### src/rtl/vga_multimode.sv
// ----------------------------------------------------------------------------
// vga_multimode
//
// Purpose:
//   VGA timing generator with two selectable video modes. Free-running
//   horizontal/vertical counters drive a request stage that asks an external
//   pixel source for (px_x, px_y). The source answers PIXEL_LATENCY cycles
//   later. A delay line carries de/sync/mode alongside each request so that
//   the registered VGA outputs line up with the returned pixel data. The
//   mode only changes at a frame boundary, so a frame is never torn.
//
// Ports:
//   clk                   pixel clock
//   rst_n                 synchronous active-low reset
//   en                    timing enable; the counters hold while low
//   mode_sel              requested mode, taken at the last pixel of a frame
//   pixel_r/g/b           pixel data from the source (COLOR_W bits each)
//   req_valid             pixel request strobe
//   px_x, px_y            requested pixel coordinates (0 when no request)
//   frame_start           request-stage pulse at counter position (0,0)
//   line_start            request-stage pulse at hcnt = 0
//   cur_mode              mode the counters are currently running
//   vga_hsync, vga_vsync  sync outputs with per-mode polarity
//   vga_de                display enable
//   vga_r/g/b             colour outputs, forced to 0 outside the active area
//
// Timing parameters are packed as {active, front porch, sync, back porch},
// 12 bits per field. POL is {hsync, vsync}, where 1 means active-high.
// ----------------------------------------------------------------------------
module vga_multimode #(
    parameter int          COLOR_W       = 4,
    parameter int          PIXEL_LATENCY = 2,
    parameter logic [47:0] M0_H          = {12'd800, 12'd24, 12'd72, 12'd128},
    parameter logic [47:0] M0_V          = {12'd600, 12'd1, 12'd2, 12'd22},
    parameter logic [1:0]  M0_POL        = 2'b11,
    parameter logic [47:0] M1_H          = {12'd640, 12'd56, 12'd56, 12'd80},
    parameter logic [47:0] M1_V          = {12'd480, 12'd1, 12'd3, 12'd25},
    parameter logic [1:0]  M1_POL        = 2'b00
) (
    input  logic               clk,
    input  logic               rst_n,
    input  logic               en,
    input  logic               mode_sel,
    input  logic [COLOR_W-1:0] pixel_r,
    input  logic [COLOR_W-1:0] pixel_g,
    input  logic [COLOR_W-1:0] pixel_b,
    output logic               req_valid,
    output logic [11:0]        px_x,
    output logic [11:0]        px_y,
    output logic               frame_start,
    output logic               line_start,
    output logic               cur_mode,
    output logic               vga_hsync,
    output logic               vga_vsync,
    output logic               vga_de,
    output logic [COLOR_W-1:0] vga_r,
    output logic [COLOR_W-1:0] vga_g,
    output logic [COLOR_W-1:0] vga_b
);

    // Derived per-mode boundaries. The sync window is [SS, SE).
    // MAX is the last counter value before the counter wraps.
    localparam logic [11:0] M0_HACT = M0_H[47:36];
    localparam logic [11:0] M0_HSS  = M0_H[47:36] + M0_H[35:24];
    localparam logic [11:0] M0_HSE  = M0_HSS + M0_H[23:12];
    localparam logic [11:0] M0_HMAX = M0_HSE + M0_H[11:0] - 12'd1;
    localparam logic [11:0] M0_VACT = M0_V[47:36];
    localparam logic [11:0] M0_VSS  = M0_V[47:36] + M0_V[35:24];
    localparam logic [11:0] M0_VSE  = M0_VSS + M0_V[23:12];
    localparam logic [11:0] M0_VMAX = M0_VSE + M0_V[11:0] - 12'd1;

    localparam logic [11:0] M1_HACT = M1_H[47:36];
    localparam logic [11:0] M1_HSS  = M1_H[47:36] + M1_H[35:24];
    localparam logic [11:0] M1_HSE  = M1_HSS + M1_H[23:12];
    localparam logic [11:0] M1_HMAX = M1_HSE + M1_H[11:0] - 12'd1;
    localparam logic [11:0] M1_VACT = M1_V[47:36];
    localparam logic [11:0] M1_VSS  = M1_V[47:36] + M1_V[35:24];
    localparam logic [11:0] M1_VSE  = M1_VSS + M1_V[23:12];
    localparam logic [11:0] M1_VMAX = M1_VSE + M1_V[11:0] - 12'd1;

    // Per-request attributes that travel down the pixel-latency delay line.
    typedef struct packed {
        logic de;
        logic hs;
        logic vs;
        logic mode;
    } pipe_t;

    logic [11:0]  r_hcnt;
    logic [11:0]  r_vcnt;
    logic         r_curMode;

    logic         r_reqValid;
    logic [11:0]  r_pxX;
    logic [11:0]  r_pxY;
    logic         r_frameStart;
    logic         r_lineStart;
    logic         r_reqHs;
    logic         r_reqVs;
    logic         r_reqMode;

    pipe_t        r_pipe [PIXEL_LATENCY];

    logic               r_de;
    logic               r_hsync;
    logic               r_vsync;
    logic [COLOR_W-1:0] r_red;
    logic [COLOR_W-1:0] r_green;
    logic [COLOR_W-1:0] r_blue;

    logic [11:0]  w_hAct;
    logic [11:0]  w_hSyncStart;
    logic [11:0]  w_hSyncEnd;
    logic [11:0]  w_hMax;
    logic [11:0]  w_vAct;
    logic [11:0]  w_vSyncStart;
    logic [11:0]  w_vSyncEnd;
    logic [11:0]  w_vMax;
    logic         w_hLast;
    logic         w_vLast;
    logic         w_active;
    logic         w_hsActive;
    logic         w_vsActive;
    pipe_t        w_tail;
    logic         w_polH;
    logic         w_polV;

    // Select the timing of the mode the counters are currently running.
    always_comb begin
        w_hAct       = M0_HACT;
        w_hSyncStart = M0_HSS;
        w_hSyncEnd   = M0_HSE;
        w_hMax       = M0_HMAX;
        w_vAct       = M0_VACT;
        w_vSyncStart = M0_VSS;
        w_vSyncEnd   = M0_VSE;
        w_vMax       = M0_VMAX;
        if (r_curMode) begin
            w_hAct       = M1_HACT;
            w_hSyncStart = M1_HSS;
            w_hSyncEnd   = M1_HSE;
            w_hMax       = M1_HMAX;
            w_vAct       = M1_VACT;
            w_vSyncStart = M1_VSS;
            w_vSyncEnd   = M1_VSE;
            w_vMax       = M1_VMAX;
        end
    end

    // All request-stage terms are qualified by en, so a stalled counter
    // produces no request, no pulses and inactive syncs.
    always_comb begin
        w_hLast    = (r_hcnt == w_hMax);
        w_vLast    = (r_vcnt == w_vMax);
        w_active   = en && (r_hcnt < w_hAct) && (r_vcnt < w_vAct);
        w_hsActive = en && (r_hcnt >= w_hSyncStart) && (r_hcnt < w_hSyncEnd);
        w_vsActive = en && (r_vcnt >= w_vSyncStart) && (r_vcnt < w_vSyncEnd);
    end

    // Position counters. mode_sel is taken only on the last pixel of a
    // frame, so the next frame starts at (0,0) under the new timing and a
    // mode change can never split a frame.
    always_ff @(posedge clk) begin
        if (!rst_n) begin
            r_hcnt    <= 12'd0;
            r_vcnt    <= 12'd0;
            r_curMode <= 1'b0;
        end else if (en) begin
            if (w_hLast) begin
                r_hcnt <= 12'd0;
                if (w_vLast) begin
                    r_vcnt    <= 12'd0;
                    r_curMode <= mode_sel;
                end else begin
                    r_vcnt <= r_vcnt + 12'd1;
                end
            end else begin
                r_hcnt <= r_hcnt + 12'd1;
            end
        end
    end

    // Request stage, one cycle behind the counters. The mode is captured
    // here as well, so the outputs keep the polarity of the frame this
    // pixel belongs to even after cur_mode has switched.
    always_ff @(posedge clk) begin
        if (!rst_n) begin
            r_reqValid   <= 1'b0;
            r_pxX        <= 12'd0;
            r_pxY        <= 12'd0;
            r_frameStart <= 1'b0;
            r_lineStart  <= 1'b0;
            r_reqHs      <= 1'b0;
            r_reqVs      <= 1'b0;
            r_reqMode    <= 1'b0;
        end else begin
            r_reqValid   <= w_active;
            r_pxX        <= w_active ? r_hcnt : 12'd0;
            r_pxY        <= w_active ? r_vcnt : 12'd0;
            r_frameStart <= en && (r_hcnt == 12'd0) && (r_vcnt == 12'd0);
            r_lineStart  <= en && (r_hcnt == 12'd0);
            r_reqHs      <= w_hsActive;
            r_reqVs      <= w_vsActive;
            r_reqMode    <= r_curMode;
        end
    end

    // Delay line matching the pixel source latency. It runs regardless of
    // en, because the source always answers a fixed number of cycles after
    // each request.
    always_ff @(posedge clk) begin
        if (!rst_n) begin
            for (int i = 0; i < PIXEL_LATENCY; i++) begin
                r_pipe[i] <= '0;
            end
        end else begin
            r_pipe[0] <= '{de: r_reqValid, hs: r_reqHs, vs: r_reqVs, mode: r_reqMode};
            for (int i = 1; i < PIXEL_LATENCY; i++) begin
                r_pipe[i] <= r_pipe[i-1];
            end
        end
    end

    // The pipeline tail lines up with the pixel data on the inputs.
    always_comb begin
        w_tail = r_pipe[PIXEL_LATENCY-1];
        w_polH = w_tail.mode ? M1_POL[1] : M0_POL[1];
        w_polV = w_tail.mode ? M1_POL[0] : M0_POL[0];
    end

    // Output registers. The sync level is the active-high sync XOR ~POL,
    // so an inactive sync idles at ~POL. That is also the reset level for
    // mode 0.
    always_ff @(posedge clk) begin
        if (!rst_n) begin
            r_de    <= 1'b0;
            r_hsync <= ~M0_POL[1];
            r_vsync <= ~M0_POL[0];
            r_red   <= '0;
            r_green <= '0;
            r_blue  <= '0;
        end else begin
            r_de    <= w_tail.de;
            r_hsync <= w_tail.hs ^ ~w_polH;
            r_vsync <= w_tail.vs ^ ~w_polV;
            r_red   <= w_tail.de ? pixel_r : '0;
            r_green <= w_tail.de ? pixel_g : '0;
            r_blue  <= w_tail.de ? pixel_b : '0;
        end
    end

    assign req_valid   = r_reqValid;
    assign px_x        = r_pxX;
    assign px_y        = r_pxY;
    assign frame_start = r_frameStart;
    assign line_start  = r_lineStart;
    assign cur_mode    = r_curMode;
    assign vga_hsync   = r_hsync;
    assign vga_vsync   = r_vsync;
    assign vga_de      = r_de;
    assign vga_r       = r_red;
    assign vga_g       = r_green;
    assign vga_b       = r_blue;

endmodule

### config.mk
export PLATFORM = sky130hd
export DESIGN_NAME = vga_multimode
export DESIGN_NICKNAME = d
export VERILOG_FILES = /design/src/rtl/vga_multimode.sv
export SDC_FILE = /design/constraint.sdc
export NUM_CORES = 1
export LEC_CHECK = 0
export ABC_CLOCK_PERIOD_IN_PS = 2200
export BUFFER_PORTS_ARGS = -buffer_cell sky130_fd_sc_hd__buf_2
export CAP_MARGIN = 20
export CORE_UTILIZATION = 45
export CTS_CLUSTER_SIZE = 20
export DETAILED_ROUTE_END_ITERATION = 10
export PLACE_DENSITY = 0.69
export SYNTH_ARGS = -nofsm -noshare
export SYNTH_HDL_FRONTEND = slang
export SYNTH_SLANG_ARGS = --single-unit
export TNS_END_PERCENT = 20
### constraint.sdc
create_clock -name clk -period 2.2 [get_ports clk]
set_input_delay 0.44 -clock clk [delete_from_list [all_inputs] [get_ports clk]]
set_output_delay 0.44 -clock clk [all_outputs]
set_load 0.05 [all_outputs]
# Yosys cells after proc, flatten, opt, wreduce, memory -nomap -nowiden
# Memory sizes are Yosys's and may differ from the RTL's.
# Cells that the tools add are included.
# op_classes
addsub	2
mul	0
div	0
n_lt_le_gt_ge	6
n_eq_ne	2
n_shift	0
muxes	14
bitwise_logic	4
reduce_logical	14
# op_table
op	n
12-bit < comparator	4
10-bit two-way mux	4
9-bit two-way mux	3
12-bit by 1-bit adder with 12-bit output, second input constant	2
12-bit equality test	2
12-bit greater-or-equal comparator	2
12-bit logical NOT	2
12-bit two-way mux	2
1-bit logical AND	8
4-bit two-way mux	2
8-bit two-way mux	1
2-bit AND reduction	3
3-bit AND reduction	1
1-bit two-way mux	2
1-bit OR	2
1-bit XOR	2
# word_totals
reg_bits	70
latchBits	0
ram_bits	8
rom_bits	0
n_memories	1
# memory_table
name	words	width	read_ports	rd_ports_with_merged_regs	wr	line_no	text
r_pipe	2	4	2	0	2	102	pipe_t r_pipe [PIXEL_LATENCY];

# Depth between registers and ports, before layout
# logic_depth
word_depth	5
ltp_mapped	7
ltp_nobuf	6

# Worst setup path before layout
# OpenSTA, ideal clock, no wires.
# synth_path
path_type	flip-flop to flip-flop
start	reg r_curMode (netlist: cur_mode)
end	reg r_vcnt[8]
arrival_ns	2.858
required_ns	2.133
setup_slack_ns	-0.725
path_stages_with_launch	8
n_path_buf	1
path_cell_list	dfxtp_1 > inv_1 > ha_1 > nand4bb_1 > or4_4 > buf_6 > or4_4 > a21oi_2
# synth_between
elab_chain_len	3
elab_cells_between_ends	6
classes_between	eq/ne: 2; mux: 3; reduce/logical: 1
# synth_lines
item	line_no	text
start: declaration	91	logic r_curMode;
start signal: assignment	173	r_curMode <= mode_sel;
10-bit two-way mux or 8-bit two-way mux (tied branches)	138	if (r_curMode) begin
12-bit equality test, on equally long branches	154, 153	
12-bit two-way mux or 2-bit AND reduction (tied branches)	--	
end signal: assignment	175	r_vcnt <= r_vcnt + 12'd1;
end: declaration	90	logic [11:0] r_vcnt;
# Several ways; a longest one is shown, not always the timed one.
# A chain may end at the register's enable or synchronous reset.

# Final worst setup path
# layout_path
start	reg r_curMode (netlist: cur_mode)
end	reg r_vcnt[4]
# Same word-level chain as after synthesis.

==> qor.tcl <==
set qor(yosys_warnings) 0
set qor(grt_remaining_overflow) 0
set qor(leakage_nw) 1.76
set qor(clk_root_buffer_cell) {clkbuf_8}
set qor(synth_cell_type_count) 47
set qor(slew_viol_final) 0
set qor(worst_setup_path_startpoint) {cur_mode}
set qor(mean_number_of_vias_per_cell) 5.14
set qor(syn_area_mm2) 0.00317
set qor(synthesis.area_per_instance_um2) 9.60
set qor(setup.worst_path.end_class) {register}
set qor(clkSinkCount) 78
set qor(critical_path.endpoint) {r_vcnt[4]}
set qor(wirelength_um) 7630
set qor(path_cells) {clkinvlp_4 -> ha_4 -> nand4bb_4 -> or4_2 -> o31ai_2 -> a21oi_2}
set qor(std_cell_rows) 30
set qor(total_power_mw) 2.78
set qor(grt_setup_unrepaired) {true}
set qor(initial_antenna_violation_count) 0
set qor(async_flop_share_pct) 0
set qor(setup_viol) 16
set qor(finalWorstSetupSlack_ns) -0.0903
set qor(worst-r2r-setup-slack_ns) -0.09
set qor(rr_worst_depth) 6
set qor(synth-seq-area-share_pct) 49.3
set qor(post_placement_cell_area_mm2) 0.00380
set qor(min_period_ns) 2.29
set qor(drc_errors) 0
set qor(cts_tree) {done}
set qor(clk_pin_slew_ns) 0.09
set qor(synth_ff_type) {dfxtp_1}
set qor(floorplan.initialDensity_pct) 46.6
set qor(postSynthCellCount) 330
set qor(routed_wire_length_per_instance_um) 14.6
set qor(placement.io_buffers) 58
set qor(placed_cells) 501
set qor(worstReg2RegStart) {cur_mode}
set qor(violations) {setup timing}
set qor(htree_num_levels) 3
set qor(via_count) 2688
set qor(worst-endpoint-required_ns) 2.44
set qor(grt_start_max_net_pins) 26
set qor(finish.cell_count_without_fillers) 523
set qor(min_period_over_period_pct) 104
set qor(grt_pass1_vias) 2379
set qor(cpMaxStageDelayCell) {or4_2}
set qor(achievable-frequency_mhz) 437
set qor(worstSetupPathType) {register to register}
set qor(synth_enable_flop_cells) 0
set qor(cts-buffers-inserted) 9
set qor(cp.arrival_ns) 2.53
set qor(hold_class) {input pin to register}
set qor(postSynthRegisterBits) 78
set qor(timing.max_cap.violations) 0
set qor(timing_hold_violations_final) 0
set qor(cts_hold_buf) 0
set qor(areaGrowthSynthToFinish_pct) 31.7
set qor(critical_path.max_fanout) 5
set qor(max_incr_delay_on_cp_ns) 0.77
set qor(core_mm2) 0.00679
set qor(globalRouteTotalUtil_pct) 20.3
set qor(antenna_cells_inserted) 0
set qor(fin_nets) 458
set qor(r2r-end) {r_vcnt[4]}
set qor(grt_first_pass_wirelength_um) 11400
set qor(fp.dieW_um) 85.9
set qor(max-vdd-ir-drop_uv) 431
set qor(drive_above_1_share_pct) 32.8
set qor(clock_network_latency_to_the_later_pin_of_the_worst_skew_pair_ns) 0.35
set qor(detail-route-antenna-nets) 0
set qor(power_density_mw_per_mm2) 667
set qor(dieArea_mm2) 0.00738
set qor(place_hpwl_um) 5280
set qor(n_fill_cell) 593
set qor(die_height_um) 85.9
set qor(max-clock-path-buffers) 2
set qor(design_area_mm2) 0.00417
set qor(ioPinCount) 59
set qor(initialDrtViolationCount) 100
set qor(routabilityCongestion) 0.904
set qor(setup_total_negative_slack_ns) -0.495
set qor(skew_ns) 0.00648
set qor(outcome) {finished with violations}
set qor(final_core_utilization_pct) 61.4
set qor(detailedRoute.firstPassIterationCount) 5
set qor(worstSetupStartpointType) {register}
==> report_power, final <==
group | switching [mW] | internal (mW)
sequential | 0.00667 | 1.42
combinational | 0.0882 | 0.0452
clock | 0.562 | 0.657
==> cell usage in the layout (no fill, tap or decap), drive strengths merged, types with 3 or more instances in the layout <==
master	count
or3	8
conb	4
nand2b	6
ha	20
xnor2	10
and2	10
nor3	21
nand4	8
and3	12
clkbuf	9
nor4	5
o21ai	10
a2111oi	6
nor2	18
inv	25
dfxtp	78
o31ai	3
or4	7
and4	3
nor4b	3
nand2	14
buf	91
nand3	10
a21oi	19
a31o	3
==> what timing repair did <==
action / 4_1_cts / 5_1_grt
gates resized for setup: 3 / 25
endpoints found under the setup margin: 7 / 18
cloned: 0 / 3
setup buffers: 0 / 3
pin swaps: 0 / 1
==> Yosys cell counts (8+ instances only) <==
cell      number  area, µm²
and2_1        10       62.6
dfxtp_1       78       1560
or3_1          8       50.1
nand2_1       14       52.6
and3_1        12       75.1
nand3_1        8       40.0
o21ai_0        9       45.0
a21oi_1       18       90.1
nor2_1        18       67.6
clkbuf_1      12       45.0
nand4_1        8       50.1
xnor2_1       10       87.6
ha_1          20        250
inv_1         22       82.6
nor3_1        21        105
==> state kept, by name, summed over array words and instances (netlist names), 4 cells and up <==
name / cells
r_hcnt: 12
px_x: 12
r_vcnt: 12
vga_r: 4
r_pipe: 8
vga_g: 4
vga_b: 4
px_y: 12
==> final cells by class <==
class | instances | area [µm²] | share of cell area (%)
Sequential cell | 78 | 1570 | 37.5
Tap cell | 96 | 120 | 2.88
Clock inverter | 7 | 103 | 2.46
Timing Repair Buffer | 91 | 563 | 13.5
Inverter | 23 | 90.1 | 2.16
Clock buffer | 9 | 124 | 2.97
Multi-Input combinational cell | 219 | 1610 | 38.5
==> worst max-delay path, delay by kind of cell (launching register included) <==
kind	cells	cell delay (ns)
AND/OR/NAND/NOR	2	1.01
flip-flops	1	0.37
AO/OA/AOI/OAI	2	0.37
adder cells (fa/ha/maj)	1	0.26
buffers and inverters	1	0.16
==> cells by family (layout without fill, tap and decap cells) <==
family | count (synthesis) | after routing | synth area share (%)
flops | 78 | 78 | 49.3
other cells | 1 | 4 | 0.118
buf+inv | 37 | 130 | 4.74
mux | 1 | 1 | 0.355
simple gates | 132 | 133 | 24.4
xor+xnor | 10 | 10 | 2.76
compound gates | 51 | 51 | 10.4
fa+ha+maj | 20 | 20 | 7.90
==> per-stage QoR <==
| stage | setup WS [ns] | hold slack, ns |
|---|---|---|
| after global placement | 0.0460 | 0.414 |
| after CTS | -0.0196 | 0.310 |
| after floorplan | -0.259 | 0.412 |
| after detailed placement | -0.0000862 | 0.418 |
| after global routing | -0.134 | 0.306 |
| final | -0.0903 | 0.315 |
==> worst min-delay path by stage <==
| stage | start | to | cells past startpoint |
|---|---|---|---|
| finish | pixel_r[3] | vga_r[3] | 2 |
| global placement | r_pipe[0][2] | r_pipe[0][6] | 1 |
| CTS | pixel_r[2] | vga_r[2] | 2 |
| detailed placement | r_pipe[0][1] | r_pipe[0][5] | 1 |
| floorplan | r_reqMode | r_pipe[0][0] | 1 |
| global route | pixel_r[2] | vga_r[2] | 2 |
==> per-layer routing <==
metal / vias to the layer above / GRT usage, % / part of all wire [%]
met5: - / 0 / 0
met3: 11 / 4.33 / 3.7
met4: 0 / 7.73 / 1.4
met1: 1256 / 26.5 / 47
li1: 1355 / - / -
met2: 66 / 32.9 / 48
Note: power is estimated with default switching activity, not from simulation.
